`src/rtl/uart_tx_pkg.sv`:
```
// Shared definitions for the UART transmit frame controller.
//   - state_e    : frame FSM state encoding (binary, 3 bits)
//   - PAR_*      : parity type select values
//   - line level : idle, start and stop bit levels of the TX line
package uart_tx_pkg;

  typedef enum logic [2:0] {
    IDLE   = 3'd0,
    START  = 3'd1,
    DATA   = 3'd2,
    PARITY = 3'd3,
    STOP   = 3'd4
  } state_e;

  localparam logic PAR_EVEN  = 1'b0;
  localparam logic PAR_ODD   = 1'b1;

  localparam logic LINE_IDLE = 1'b1;
  localparam logic START_BIT = 1'b0;
  localparam logic STOP_BIT  = 1'b1;

endpackage

```
`src/rtl/uart_parity_calc.sv`:
```
// Combinational parity generator.
//   data_i     : byte being sent
//   par_typ_i  : PAR_EVEN / PAR_ODD
//   par_bit_o  : bit that makes the total count of ones even (or odd)
module uart_parity_calc
  import uart_tx_pkg::*;
#(
  parameter int W = 8
) (
  input  logic [W-1:0] data_i,
  input  logic         par_typ_i,
  output logic         par_bit_o
);

  // XOR reduce gives even parity; odd parity is its inverse.
  assign par_bit_o = (^data_i) ^ (par_typ_i == PAR_ODD);

endmodule

```
`src/rtl/uart_tx_fsm.sv`:
```
// UART transmit frame controller.
// Sequences start bit, 8 serialized data bits, optional parity bit and
// stop bit onto TX_OUT at one bit per CLK.
//   CLK, RST          : bit clock, synchronous active-high reset
//   P_DATA, Data_Valid: byte and one-cycle request from upstream
//   PAR_EN, PAR_TYP   : parity enable / type, latched on accept
//   ser_done, ser_data: serializer last-bit flag and current bit
//   ser_en, busy      : serializer shift enable, frame in progress
//   TX_OUT, TX_DONE   : serial line, last-cycle-of-stop pulse
module uart_tx_fsm
  import uart_tx_pkg::*;
#(
  parameter int P_DATA_WIDTH = 8
) (
  input  logic                    CLK,
  input  logic                    RST,
  input  logic [P_DATA_WIDTH-1:0] P_DATA,
  input  logic                    Data_Valid,
  input  logic                    PAR_EN,
  input  logic                    PAR_TYP,
  input  logic                    ser_done,
  input  logic                    ser_data,
  output logic                    ser_en,
  output logic                    busy,
  output logic                    TX_OUT,
  output logic                    TX_DONE
);

  state_e state_q, state_d;
  logic   par_bit_q, par_bit_d;
  logic   par_en_q,  par_en_d;
  logic   par_bit_calc;
  logic   accept;

  uart_parity_calc #(.W(P_DATA_WIDTH)) u_par (
    .data_i    (P_DATA),
    .par_typ_i (PAR_TYP),
    .par_bit_o (par_bit_calc)
  );

  assign accept = (state_q == IDLE) && Data_Valid;

  // PAR_TYP only matters through the parity bit, so it is folded into
  // par_bit_q at accept; mid-frame changes of PAR_EN/PAR_TYP are ignored.
  always_ff @(posedge CLK) begin
    if (RST) begin
      state_q   <= IDLE;
      par_bit_q <= 1'b0;
      par_en_q  <= 1'b0;
    end else begin
      state_q   <= state_d;
      par_bit_q <= par_bit_d;
      par_en_q  <= par_en_d;
    end
  end

  always_comb begin
    state_d   = state_q;
    par_bit_d = par_bit_q;
    par_en_d  = par_en_q;
    case (state_q)
      IDLE: begin
        if (accept) begin
          state_d   = START;
          par_bit_d = par_bit_calc;
          par_en_d  = PAR_EN;
        end
      end
      START:   state_d = DATA;
      DATA: begin
        if (ser_done) state_d = par_en_q ? PARITY : STOP;
      end
      PARITY:  state_d = STOP;
      STOP:    state_d = IDLE;
      default: state_d = IDLE;
    endcase
  end

  // Outputs depend on registered state only, except ser_data in DATA.
  always_comb begin
    TX_OUT = LINE_IDLE;
    case (state_q)
      START:   TX_OUT = START_BIT;
      DATA:    TX_OUT = ser_data;
      PARITY:  TX_OUT = par_bit_q;
      STOP:    TX_OUT = STOP_BIT;
      default: TX_OUT = LINE_IDLE;
    endcase
  end

  assign ser_en  = (state_q == DATA);
  assign busy    = (state_q != IDLE);
  assign TX_DONE = (state_q == STOP);

endmodule

```
`config.mk`:
```
export PLATFORM = sky130hd
export DESIGN_NAME = uart_tx_fsm
export DESIGN_NICKNAME = d
export VERILOG_FILES = /design/src/rtl/uart_tx_pkg.sv /design/src/rtl/uart_parity_calc.sv /design/src/rtl/uart_tx_fsm.sv
export SDC_FILE = /design/constraint.sdc
export NUM_CORES = 1
export LEC_CHECK = 0
export BUFFER_PORTS_ARGS = -buffer_cell sky130_fd_sc_hd__buf_2
export CELL_PAD_IN_SITES_DETAIL_PLACEMENT = 0
export CELL_PAD_IN_SITES_GLOBAL_PLACEMENT = 2
export CORE_MARGIN = 4
export CORE_UTILIZATION = 23
export DETAILED_ROUTE_END_ITERATION = 8
export GPL_TIMING_DRIVEN = 0
export PLACE_DENSITY_LB_ADDON = 0.1
export SYNTH_ARGS = -nofsm -noshare
export SYNTH_HDL_FRONTEND = slang
export SYNTH_SLANG_ARGS = --single-unit
```
`constraint.sdc`:
```
create_clock -name CLK -period 2 [get_ports CLK]
set_input_delay 0.4 -clock CLK [delete_from_list [all_inputs] [get_ports CLK]]
set_output_delay 0.4 -clock CLK [all_outputs]
set_load 0.01 [all_outputs]
```
==> Word-level counts from Yosys, hierarchy flattened <==
Index checks and enable logic that the tools add are counted.
{ "classes": {"n_bitwise": 1, "n_mux": 5, "n_reduce_logical": 6, "eq_ne": 6} }
{ "op_table": {"columns": ["op", "count"], "rows": [
  ["$pmux W3 S4", 1],
  ["$mux W3", 3],
  ["$reduce_xor A8 Y1", 1],
  ["$eq A3 B2 Y1 const B", 2],
  ["$ne A2 B2 Y1 const B", 2],
  ["$reduce_and A2 Y1", 2],
  ["$eq A3 B1 Y1 const B", 1],
  ["$eq A3 B3 Y1 const B", 1],
  ["$logic_not A3 Y1", 1],
  ["$pmux W1 S3", 1],
  ["$reduce_bool A3 Y1", 1],
  ["$logic_and A1 B1 Y1", 1],
  ["$xor A1 B1 Y1", 1]
]} }
{ "totals": {"in_bits": 15, "wordCells": 21, "regBits": 5, "output_inout_bits": 4} }

==> Logic depth before layout (Yosys ltp) <==
Gate-level depths: netlist (run 1).
{ "logic_depth": {"depth_word": 4, "depth_mapped": 5, "ltp_nobuf": 4} }

==> By module <==
From an unflattened synthesis (run 1), not the netlist that was laid out.
{ "unflattened": {"hier_cells": 34, "hier_area_um2": 341.6} }
{ "modules_own_cells": {"columns": ["module", "n_inst", "area_each_um2", "cells_each"], "rows": [
  ["uart_tx_fsm", 1, 259.0, 27],
  ["uart_parity_calc", 1, 82.6, 7]
]} }

==> Worst setup path before layout (run 1) <==
OpenSTA, ideal clock, no wires.
{ "synth_path": {"path_type": "register -> output", "startpoint": "register state_q[1]", "endpoint": "output TX_OUT", "t_arrival_ns": 0.964, "path_stages_with_launch": 5, "setup_slack_ns": 0.636, "cell_sequence": "dfxtp_1 -> inv_1 -> nor3_1 -> a21oi_1 -> or2_2"} }
{ "synth_via": {"elab_chain_len": 2} }
{ "synth_rtl": {"columns": ["item", "line_no", "text"], "rows": [
  ["from (decl)", "uart_tx_fsm.sv:29", "state_e state_q, state_d;"],
  ["from (signal assigned)", "uart_tx_fsm.sv:51", "state_q <= state_d;"],
  ["$eq A3 B2 Y1 / $eq A3 B1 Y1 (equally long branches)", "uart_tx_fsm.sv:82", "case (state_q)"],
  ["$pmux W1 S3 (*)", "uart_tx_fsm.sv:82", null],
  ["to (decl)", "uart_tx_fsm.sv:25", "output logic TX_OUT,"]
]} }
Mark *: on every way between the ends. The rest lies on a longest branch, timed or not.

==> Worst setup path in the final report (run 1) <==
Same ends and word-level chain as after synthesis.

==> results of run 1 <==
-- synthesized netlist by cell type (2+ instances only) --
| master | n | area, µm² |
|---|---|---|
| a21oi_1 | 3 | 15.0 |
| dfxtp_1 | 5 | 100 |
| nand2_1 | 2 | 7.51 |
| nand3b_1 | 2 | 15.0 |
| nor2_1 | 2 | 7.51 |
| nor3_1 | 4 | 20.0 |
| nor4_1 | 2 | 12.5 |
| xnor2_1 | 3 | 26.3 |
| xor2_1 | 2 | 17.5 |
-- tightest hold or removal path, stage by stage --
cell     delay [ns]
buf_2          0.07
mux2i_1        0.05
nor2_1         0.07
-- worst max-delay path by stage --
stage / endpoint / slack [ns] / startpoint
floorplan: TX_OUT / 0.64 / state_q[1]
global placement: TX_OUT / 0.45 / state_q[1]
detailed placement: TX_OUT / 0.41 / state_q[1]
CTS: TX_OUT / 0.14 / state_q[1]
global route: TX_OUT / 0.05 / state_q[1]
finish: TX_OUT / 0.16 / state_q[1]
-- logic make-up after synthesis --
| kind of cell | count (synthesis) |
|---|---|
| and+or+nand+nor | 19 |
| DFF | 5 |
| buffers and inverters | 2 |
| xor gates and xnor gates | 6 |
| muxes | 1 |
| AOI/OAI and AO/OA | 4 |
-- state kept, by name, summed over array words and instances (netlist names) --
signal / flops
state_q: 3
par_bit_q: 1
par_en_q: 1
-- power breakdown --
group	internal, µW	switching [µW]	total, µW
logic	50.2	38.6	88.8
registers	108	6.20	115
clock network	75.7	45.5	121
-- routing by layer --
layer / vias up / track usage / share of wire
met1: 152 / 0.0901 / 0.42
met4: 0 / 0.0852 / 0.031
li1: 177 / - / -
met2: 21 / 0.113 / 0.40
met5: - / 0 / 0
met3: 4 / 0.0352 / 0.14
-- area by class of cell --
class	count	share of cell area
clock buffer	4	0.0559
sequential	5	0.213
inverter	1	0.00798
tap	15	0.0399
multi-input combinational	30	0.468
timing repair buffer	18	0.191
buffer	1	0.0239
-- per-stage QoR --
| stage | total power (µW) | cells | cell area (µm²) | hold slack (ns) | setup WS [ns] |
|---|---|---|---|---|---|
| 4_1_cts | 331 | 74 | 470 | 0.380 | 0.144 |
| 3_3_place_gp | 203 | 70 | 444 | 0.508 | 0.452 |
| 6_report | 325 | 74 | 470 | 0.381 | 0.159 |
| 5_1_grt | 346 | 74 | 470 | 0.376 | 0.0474 |
| 2_1_floorplan | 175 | 37 | 335 | 0.472 | 0.636 |
| 3_5_place_dp | 207 | 70 | 444 | 0.508 | 0.412 |
-- layout by cell type (no fill, tap or decap), types with 2 or more instances in the layout --
cell and n:
a21oi_1 3, buf_2 18, clkbuf_4 3, dfxtp_1 5, nand2_1 2, nand3b_1 2
nor2_1 2, nor3_1 4, nor4_1 2, xnor2_1 3, xor2_1 2
==> metrics, run 1 <==
Reg clk slew, reported paths 0.05 ns; Avg Inst Size Synth 9.06 µm²; # fillers 150; CP Depth 5; fmax 0.543 GHz; DR iter-0 viols 7; gr usage total 0.0823; post-synthesis mux area share 0.0299; fin crit period 1.84 ns; Crit Path Class register to output pin; Post-CTS Setup Bufs 0; RePlAce Congestion 0.725; Setup crit end kind output pin; layout cells sized above 1 0.458; CP top delay family simple AND/OR/NAND/NOR gates; hold crit path type primary input to register; Max-cap violations 0; Final Hold Violating Endpoints 0; Total Wirelength 815 µm; final setup violation count 0; CTS Buf Count 3; Min-Delay Path Depth 3; largest net degree at the start of global routing 11; final core utilization 0.353; HP Start PAR_EN; cells along the critical path inv_1, nor3_1, a21oi_1, or2_2, buf_2; Final ANT Viol Nets 0; PortBufs 18; cells after synthesis 37; FF-to-FF End par_bit_q; Compound-Gate Fraction of Synth Area 0.0821; Final HPWL DP 657 µm; CP Max Fanout 6; Pwr per Cell Area 690 nW/µm²; area of the multi-input gates 220 µm²; Starting Density 0.251; RSZ-0062 raised after global routing false; DRC errors left 0; worst path bufs/invs 2; worst-case reg-to-reg path depth 5; WP data required 1.60 ns; vias per inst 4.78; setup TNS 0 ns; number of synthesized register bits 5; outcome finished, final reports clean; Post-Synth Adder-Cell Area 0; sequential-to-total area share from yosys stat 0.299; Leak Pwr 0.000224 µW; grt ovf 0; Syn Std Cell Area 335 µm²; hold endpoint par_en_q; Core Box Area 1330 µm²; wire per inst 11.0 µm; die footprint 2130 µm²; Slew @ Worst Pin 0.251 ns; crit path DAT 1.44 ns; fraction of registers with async set/reset 0; Rows 13; CTS root buffer clkbuf_4; n_diodes 0; distinct cell type count after synthesis 21; CP startpoint kind register; Post-synth EDFFs 0; R2R Setup Slk 0.66 ns; clk buf depth 2; Worst IR Drop VDD 0.000229 V; largest family of logic cells by synthesized area simple AND/OR/NAND/NOR gates; # clock sinks 5; syn nets 52; crit share post-route 0.920; worst skew pair latency 0.25 ns; H-tree Lvls 1; Critical-path top delay cell dfxtp_1; max-slew violations 0; # nets final 75; Die Height 46.2 µm; vias post-DR 354; Reg area 100 µm²; Slew headroom 0.832; Worst path max stage delay 0.41 ns; initial antenna violation count 0; post-cts repair resize count 0; Post-Synth Simple-Gate Area 0.347; CTS tree built; Post-Synth XOR/XNOR Area 0.198; Area Growth Syn to Fin 40.3%; CTS hold repair buffers 0; DR pass1 iterations 3; Die Width 46.2 µm; vias in the first global route 322; Post-synth top flop dfxtp_1; first-pass GRT wire length 1.17 mm; r2r startpoint state_q[0]; Clock Skew 0.00392 ns; I/O pins 19; Ys Warns 0
Note: power is estimated with default switching activity, not from simulation.
==> run 2: changes to the inputs <==
--- a/config.mk
+++ b/config.mk
@@ -7,10 +7,10 @@
 export LEC_CHECK = 0
 export BUFFER_PORTS_ARGS = -buffer_cell sky130_fd_sc_hd__buf_2
 export CELL_PAD_IN_SITES_DETAIL_PLACEMENT = 0
-export CELL_PAD_IN_SITES_GLOBAL_PLACEMENT = 2
-export CORE_MARGIN = 4
-export CORE_UTILIZATION = 23
+export CELL_PAD_IN_SITES_GLOBAL_PLACEMENT = 1
+export CORE_AREA = 4 4 41 43
 export DETAILED_ROUTE_END_ITERATION = 8
+export DIE_AREA = 0 0 45 47
 export GPL_TIMING_DRIVEN = 0
 export PLACE_DENSITY_LB_ADDON = 0.1
 export SYNTH_ARGS = -nofsm -noshare
==> run 2 against run 1 <==
Against the previous run: worst setup slack gained 0.0082 ns; worst hold slack gained 0.025 ns; critical path depth is the same; core utilization grew 0.88 points; sequential share of layout area is the same; clock skew is essentially flat; cell count is the same; final area is the same; largest cell class unchanged.
==> metrics, run 2 (synthesized netlist as in run 1, its figures left out) <==
outcome finished, final reports clean; Clock Skew 0.00357 ns (-0.000349 ns); worst setup margin 0.167 ns (+0.00822 ns); Total Wirelength 834 µm (+2.3%); cell count after placement 70 (unchanged); Rows 13 (unchanged); Sw Ratio 0.274 (-0.00475); sequential share of power 0.356 (+0.003); Final HPWL DP 666 µm (+1.5%); Pwr per Cell Area 685 nW/µm² (-0.70%); Area Growth Syn to Fin 40.3% (unchanged); wire per inst 11.3 µm (+2.3%); I/O pins 19 (unchanged); crit path DAT 1.43 ns (about the same); # nets final 75 (unchanged); post-cts repair resize count 0 (unchanged); # fillers 144 (-4.0%); CP startpoint kind register; Crit Path Class register to output pin; Critical Path Start state_q[1]; R2R Setup Slk 0.63 ns (-0.03 ns); P_int 234 µW (about the same); hold crit path type primary input to register; initial antenna violation count 0 (unchanged); FF-to-FF End par_bit_q; non-filler cells, final 74 (unchanged); Setup crit end kind output pin; CTS root buffer clkbuf_4; crit share post-route 0.916 (-0.00411); CP Max Fanout 6 (unchanged); r2r startpoint state_q[0]; Worst Setup EP TX_OUT; vias post-DR 348 (-1.7%); DR iter-0 viols 2 (-5); Final Hold Violating Endpoints 0 (unchanged); Hold Slack 0.406 ns (+0.0250 ns); final setup violation count 0 (unchanged); most frequent cells in the layout 18 x buf_2, 5 x dfxtp_1, 4 x nor3_1; Final ANT Viol Nets 0 (unchanged); fin crit period 1.83 ns (-0.00822 ns); first-pass GRT wire length 1.31 mm (+12%); Clk pwr share 0.367 (-0.006); # clock sinks 5 (unchanged); biggest regs state_q: 3 flops, par_bit_q: 1 flops, par_en_q: 1 flops; Die Height 47 µm (+1.8%); Reg clk slew, reported paths 0.04 ns (about the same); WP data required 1.60 ns (about the same); Slew @ Worst Pin 0.294 ns (+0.0434 ns); PortBufs 18 (unchanged); Starting Density 0.258 (+0.00629); gr usage total 0.0893 (+0.00705); vias per inst 4.70 (-1.7%); pre-CTS WS 0.405 ns (-0.00712 ns); fmax 0.546 GHz (+0.45%); n_diodes 0 (unchanged); RSZ-0062 raised after global routing false; layout cells sized above 1 0.458 (unchanged); Max-cap violations 0 (unchanged); Slew headroom 0.802 (-0.0305); final core utilization 0.362 (+0.00882); RePlAce Congestion 0.724 (about the same); CTS tree built; worst-case reg-to-reg path depth 5 (unchanged); CTS hold repair buffers 0 (unchanged); Die Width 45 µm (-2.6%); Leak Pwr 0.000224 µW (unchanged); largest net degree at the start of global routing 11 (unchanged); Biggest register state_q; clk buf depth 2 (unchanged); Worst IR Drop VDD 0.000303 V (+33%); CTS Buf Count 3 (unchanged); max-slew violations 0 (unchanged); P_sw 88.2 µW (-2.4%); setup TNS 0 ns (unchanged); Post-CTS Setup Bufs 0 (unchanged); grt ovf 0 (unchanged); DRC errors left 0 (unchanged); H-tree Lvls 1 (unchanged); Comb power frac 0.278 (+0.004); vias in the first global route 336 (+4.3%); die footprint 2120 µm² (-0.82%); worst skew pair latency 0.24 ns (about the same); most common cell after layout, fill and taps aside buf_2; DR pass1 iterations 2 (-1); Core Box Area 1300 µm² (-2.4%); max reg flops 3 (unchanged)
run 2: cell counts in the layout (fill, tap and decap cells not counted):
Identical to the previous run, type by type.
run 2: layout make-up:
cell class                      instances  area [µm²]  area share
Buffer                                  1        11.3      0.0239
Sequential cell                         5         100       0.213
Tap cell                               15        18.8      0.0399
Timing Repair Buffer                   18        90.1       0.191
Clock buffer                            4        26.3      0.0559
Inverter                                1        3.75     0.00798
Multi-Input combinational cell         30         220       0.468
run 2: worst min path at each step:
| stage | cells after the start | start | to | slack, ns |
|---|---|---|---|---|
| 2_1_floorplan | 1 | RST | par_en_q | 0.47 |
| 3_3_place_gp | 2 | par_en_q | par_en_q | 0.51 |
| 3_5_place_dp | 2 | par_bit_q | par_bit_q | 0.50 |
| 4_1_cts | 2 | RST | par_en_q | 0.40 |
| 5_1_grt | 2 | RST | par_en_q | 0.42 |
| 6_report | 3 | PAR_EN | par_en_q | 0.41 |
run 2: power groups by stage:
stage / logic, µW / clock network, µW / registers (µW)
floorplan: 60.7 / 0 / 115
global placement: 85.8 / 0 / 116
detailed placement: 90.3 / 0 / 116
CTS: 91.3 / 119 / 115
global route: 99.2 / 124 / 116
finish: 89.6 / 118 / 115
run 2: layer usage:
layer,track usage,up-vias,wire length [µm]
li1,-,178,-
met1,0.0843,150,348
met2,0.161,18,376
met3,0.0268,2,93
met4,0.0702,0,14
met5,0,-,0
run 2: through the flow:
stage / power [µW] / instance area [µm²]
2_1_floorplan: 175 / 335
3_3_place_gp: 202 / 444
3_5_place_dp: 207 / 444
4_1_cts: 325 / 470
5_1_grt: 339 / 470
6_report: 322 / 470
run 2: worst max-delay path, cell delays in order (launching register included):
cell	delay (ns)
dfxtp_1	0.40
inv_1	0.15
nor3_1	0.19
a21oi_1	0.05
or2_2	0.26
buf_2	0.14
